**config.mk**
```make
export PLATFORM = sky130hd
export DESIGN_NAME = axis_rand_health_monitor
export DESIGN_NICKNAME = d
export VERILOG_FILES = /design/src/rtl/axis_rand_health_monitor.sv
export SDC_FILE = /design/constraint.sdc
export NUM_CORES = 2
export LEC_CHECK = 0
export ABC_CLOCK_PERIOD_IN_PS = 36300
export CORE_MARGIN = 2
export CORE_UTILIZATION = 40
export DETAILED_ROUTE_END_ITERATION = 16
export PLACE_DENSITY = 0.58
export SETUP_SLACK_MARGIN = 0.5
export SLEW_MARGIN = 20
export SYNTH_ARGS = -nofsm -noshare
export SYNTH_HDL_FRONTEND = slang
export SYNTH_SLANG_ARGS = --single-unit
```
**constraint.sdc**
```tcl
create_clock -name axis_aclk -period 36.3 [get_ports axis_aclk]
set_clock_uncertainty 0.2 [all_clocks]
set_input_delay 7.26 -clock axis_aclk [delete_from_list [all_inputs] [get_ports axis_aclk]]
set_output_delay 7.26 -clock axis_aclk [all_outputs]
set_load 0.01 [all_outputs]
```
**src/rtl/axis_rand_health_monitor.sv**
```systemverilog
// rtl/axis_rand_health_monitor.sv - online health check (count, signature, bias, repeat) for a random AXI-Stream
module axis_rand_health_monitor #(
    parameter int DATA_WIDTH   = 256,
    parameter int WINDOW_LOG2  = 10,
    parameter int BIAS_TOL     = 2048,
    parameter int STALL_PERIOD = 0
) (
    input  logic                     axis_aclk,
    input  logic                     axis_areset,
    input  logic                     axis_rand_in_tvalid,
    output logic                     axis_rand_in_tready,
    input  logic [DATA_WIDTH-1:0]    axis_rand_in_tdata,
    input  logic                     enable,
    input  logic                     clear,
    output logic [31:0]              beat_count,
    output logic [31:0]              signature,
    output logic [WINDOW_LOG2+8:0]   window_ones,
    output logic                     window_done,
    output logic                     bias_error,
    output logic                     repeat_error,
    output logic [15:0]              repeat_count
);
    localparam int WO_W = WINDOW_LOG2 + 9;
    localparam int PC_W = $clog2(DATA_WIDTH + 1);
    localparam int SC_W = (STALL_PERIOD > 1) ? $clog2(STALL_PERIOD) : 1;
    localparam logic [SC_W-1:0] SC_MAX = SC_W'((STALL_PERIOD > 0) ? STALL_PERIOD - 1 : 0);
    localparam logic [WO_W-1:0] HALF   = WO_W'((2 ** WINDOW_LOG2) * DATA_WIDTH / 2);
    localparam logic [31:0]     TOL    = 32'(BIAS_TOL);

    typedef enum logic [1:0] {S_IDLE, S_RUN, S_REPORT} state_t;
    state_t state, state_nxt;

    logic [SC_W-1:0]        stall_cnt;
    logic [WINDOW_LOG2-1:0] win_cnt;
    logic [WO_W-1:0]        acc;
    logic [DATA_WIDTH-1:0]  prev_word;
    logic                   prev_valid;
    logic                   stall, accept, win_last, bias_out;
    logic [31:0]            fold;
    logic [PC_W-1:0]        pop;
    logic [WO_W-1:0]        pop_ext, dev;

    assign stall               = (STALL_PERIOD > 0) && (stall_cnt == SC_MAX);
    assign axis_rand_in_tready = (state == S_RUN) && !stall && !clear;
    assign accept              = axis_rand_in_tvalid && axis_rand_in_tready;
    assign win_last            = &win_cnt;
    assign window_done         = (state == S_REPORT);
    assign pop_ext             = WO_W'(pop);

    always_comb begin
        fold = '0;
        for (int i = 0; i < DATA_WIDTH / 32; i++)
            fold = fold ^ axis_rand_in_tdata[i*32 +: 32];
        pop = '0;
        for (int i = 0; i < DATA_WIDTH; i++)
            pop = pop + PC_W'(axis_rand_in_tdata[i]);
        dev = (window_ones >= HALF) ? (window_ones - HALF) : (HALF - window_ones);
        bias_out = 32'(dev) > TOL;
    end

    always_comb begin
        state_nxt = state;
        case (state)
            S_IDLE:   if (enable && !clear) state_nxt = S_RUN;
            S_RUN: begin
                if (clear)                      state_nxt = S_IDLE;
                else if (accept && win_last)    state_nxt = S_REPORT;
                else if (!enable)               state_nxt = S_IDLE;
            end
            S_REPORT: state_nxt = (enable && !clear) ? S_RUN : S_IDLE;
            default:  state_nxt = S_IDLE;
        endcase
    end

    always_ff @(posedge axis_aclk or posedge axis_areset) begin
        if (axis_areset) state <= S_IDLE;
        else             state <= state_nxt;
    end

    always_ff @(posedge axis_aclk or posedge axis_areset) begin
        if (axis_areset) begin
            stall_cnt    <= '0;
            win_cnt      <= '0;
            acc          <= '0;
            prev_word    <= '0;
            prev_valid   <= 1'b0;
            beat_count   <= '0;
            signature    <= '0;
            window_ones  <= '0;
            bias_error   <= 1'b0;
            repeat_error <= 1'b0;
            repeat_count <= '0;
        end else if (clear) begin
            stall_cnt    <= '0;
            win_cnt      <= '0;
            acc          <= '0;
            prev_valid   <= 1'b0;
            beat_count   <= '0;
            signature    <= '0;
            window_ones  <= '0;
            bias_error   <= 1'b0;
            repeat_error <= 1'b0;
            repeat_count <= '0;
        end else begin
            if (state == S_RUN && STALL_PERIOD > 0)
                stall_cnt <= (stall_cnt == SC_MAX) ? '0 : stall_cnt + SC_W'(1);
            if (accept) begin
                beat_count <= beat_count + 32'd1;
                signature  <= {signature[30:0], signature[31]} ^ fold;
                prev_word  <= axis_rand_in_tdata;
                prev_valid <= 1'b1;
                win_cnt    <= win_cnt + WINDOW_LOG2'(1);
                if (prev_valid && axis_rand_in_tdata == prev_word) begin
                    repeat_error <= 1'b1;
                    if (repeat_count != 16'hFFFF) repeat_count <= repeat_count + 16'd1;
                end
                // Window result is captured on the closing beat so REPORT sees it directly.
                if (win_last) begin
                    window_ones <= acc + pop_ext;
                    acc         <= '0;
                end else begin
                    acc <= acc + pop_ext;
                end
            end
            if (state == S_REPORT && bias_out) bias_error <= 1'b1;
        end
    end
endmodule

```
==> results_dict.tcl <==
set metrics [dict create \
    post-route-util_pct 49.16 \
    drive_above_1_share_pct 3.435 \
    htree_levels 2 \
    cts.hold.buffers_added 0 \
    port_buffers 363 \
    die_w_um 268.6 \
    async_reset_ff_share_pct 100.0 \
    setup_ws_ns 20.00 \
    setup_viol 0 \
    syn-cell-area_um2 28000 \
    hold_viol 0 \
    synth_nets 3546 \
    firstDrtPassIters 6 \
    cts_resized 0 \
    grt_pass1_vias 22930 \
    rows 97 \
    grt_pass1_wl_um 166200 \
    fin_tns_setup_ns 0 \
    clock_sinks 389 \
    cp_common_cell "fa_1" \
    cpPeakStageDelay_ns 0.66 \
    drv_slew 0 \
    tightest_slew_ns 1.162 \
    yosysWarnings 0 \
    synth_flop_cell "dfrtp_1" \
    rsz0062_at_grt "no" \
    grt_max_degree 125 \
    antenna_found_initial 4 \
    io_pins 364 \
    routed_wl_um 117300 \
    drc 0 \
    wl_per_cell_um 27.34 \
    slew_headroom_pct 21.89 \
    clock_latency_ns 0.62 \
    cpMaxStageDelayCell "fa_1" \
    clk_pin_slew_ns 0.06 \
    die_area_um2 72120 \
    nets 3886 \
    ys_types 59 \
    dp_slack_ns 19.53 \
    arrival_ns 16.56 \
    seq_area_frac_synth_pct 34.77 \
    status "finished clean" \
    syn_avg_cell_area_um2 9.411 \
    fmax_mhz 61.35 \
    endpoint_kind "flop" \
    start_util_pct 40.19 \
    drt_iter0_markers 2189 \
    ctsLongestPathBuffers 3 \
    hpwl_um 96080 \
    cts_tree "done" \
    finalCritPeriodShare_pct 44.91 \
    gp_congestion 0.9891 \
    cts_buffers 49 \
    final_common_cell "nand2_1" \
    required_ns 36.55 \
    num_vias 22690 \
    synth_edf_count 0 \
    grt_use_total_pct 32.89 \
    synth_cells 2975 \
    die_y_um 268.6 \
    area_growth_pct 22.31 \
    antenna_left 0 \
    core_um2 69660 \
    avgViaCountPerCell 5.289 \
    cap_violations 0 \
    worstSetupStartpointType "primary input" \
    grt_overflow_total 0 \
    cts_setup_buffers 0 \
    ys_ff_latch 389 \
    crit_type "primary input to flop" \
    clockRootBuffer "clkbuf_16" \
    min_period_ns 16.30 \
    min_path_type "flop to flop" \
    final_cell_mix "592 x nand2_1, 415 x inv_1, 389 x dfrtp_1, 362 x clkdlybuf4s50_1, 312 x xnor2_1" \
    crit_fanout 6 \
]
==> final timing paths <==
check	startpoint	end	slack, ns	depth (start not counted)
worst max-delay path	axis_rand_in_tdata[155]	acc[18]	20.00	27
worst min-delay path	prev_word[235]	prev_word[235]	0.29	2
worst max register to register	acc[0]	acc[18]	27.84	21
worst min register to register	prev_word[235]	prev_word[235]	0.29	2
max in group asynchronous	axis_areset	window_ones[1]	26.48	4
min in group asynchronous	axis_areset	prev_word[138]	7.05	2
==> worst max-delay path: cells and delay by family <==
kind                     cells  cell delay [ns]
buffers and inverters        6             1.00
AO/OA/AOI/OAI                5             1.37
AND/OR/NAND/NOR              3             0.47
adder cells (fa/ha/maj)     13             6.42
==> metal layers <==
metal  global-route usage (%)  wire length, um
met1                    45.56            49710
met2                    50.47            52390
met3                    6.932             9991
met4                    13.02             5147
met5                        0               35
==> kinds of logic after synthesis <==
kind of cell | synth area share [%]
simple gates | 15.35
buf+inv | 6.784
xor+xnor | 15.45
flops | 34.77
compound gates | 6.632
fa+ha+maj | 20.45
mux | 0.5631
==> registers in the layout, summed over array words and instances, names as in the netlist <==
name	cells
repeat_error	1
window_ones	19
prev_valid	1
beat_count	32
prev_word	256
bias_error	1
repeat_count	16
acc	19
signature	32
win_cnt	10
state	2
==> synth_stat cells, types with 7 or more instances <==
library cell	instances	share of area [%]
nand2_1	593	8.0
inv_1	416	5.6
dfrtp_1	389	35
xnor2_1	313	9.8
fa_1	246	18
o21ai_0	195	3.5
xor2_1	181	5.7
clkbuf_1	86	1.2
ha_1	64	2.9
nor2_1	62	0.83
nand4_1	53	1.2
a21oi_1	52	0.93
nor4_1	45	1.0
nand2b_1	36	0.80
nand3_1	29	0.52
nand3b_1	24	0.64
o22ai_1	18	0.40
nor2b_1	17	0.38
and3_1	16	0.36
or3_1	13	0.29
a22o_1	12	0.38
nor3_1	10	0.18
o2bb2ai_1	10	0.31
mux2i_1	9	0.32
o31ai_1	7	0.19
==> stage by stage <==
stage,hold slack (ns),instances,instance area (um2)
5_1_grt,0.3130,4288,34240
4_1_cts,0.2936,4288,34220
3_3_place_gp,0.2737,4204,32610
3_5_place_dp,0.2814,4204,32610
2_1_floorplan,0.2498,2975,28000
6_report,0.2947,4289,34240
==> final cells by class <==
class                           count  area [um2]
Antenna cell                        1       2.502
Clock buffer                       71        1470
Clock inverter                     13       141.4
Fill cell                        6557       35420
Inverter                          416        1569
Multi-Input combinational cell   2081       16400
Sequential cell                   389        9734
Tap cell                          940        1176
Timing Repair Buffer              378        3755
Power is left out: the tool's default activity adds up to more than one toggle a clock period on the data nets, which glitch-free logic cannot reach.
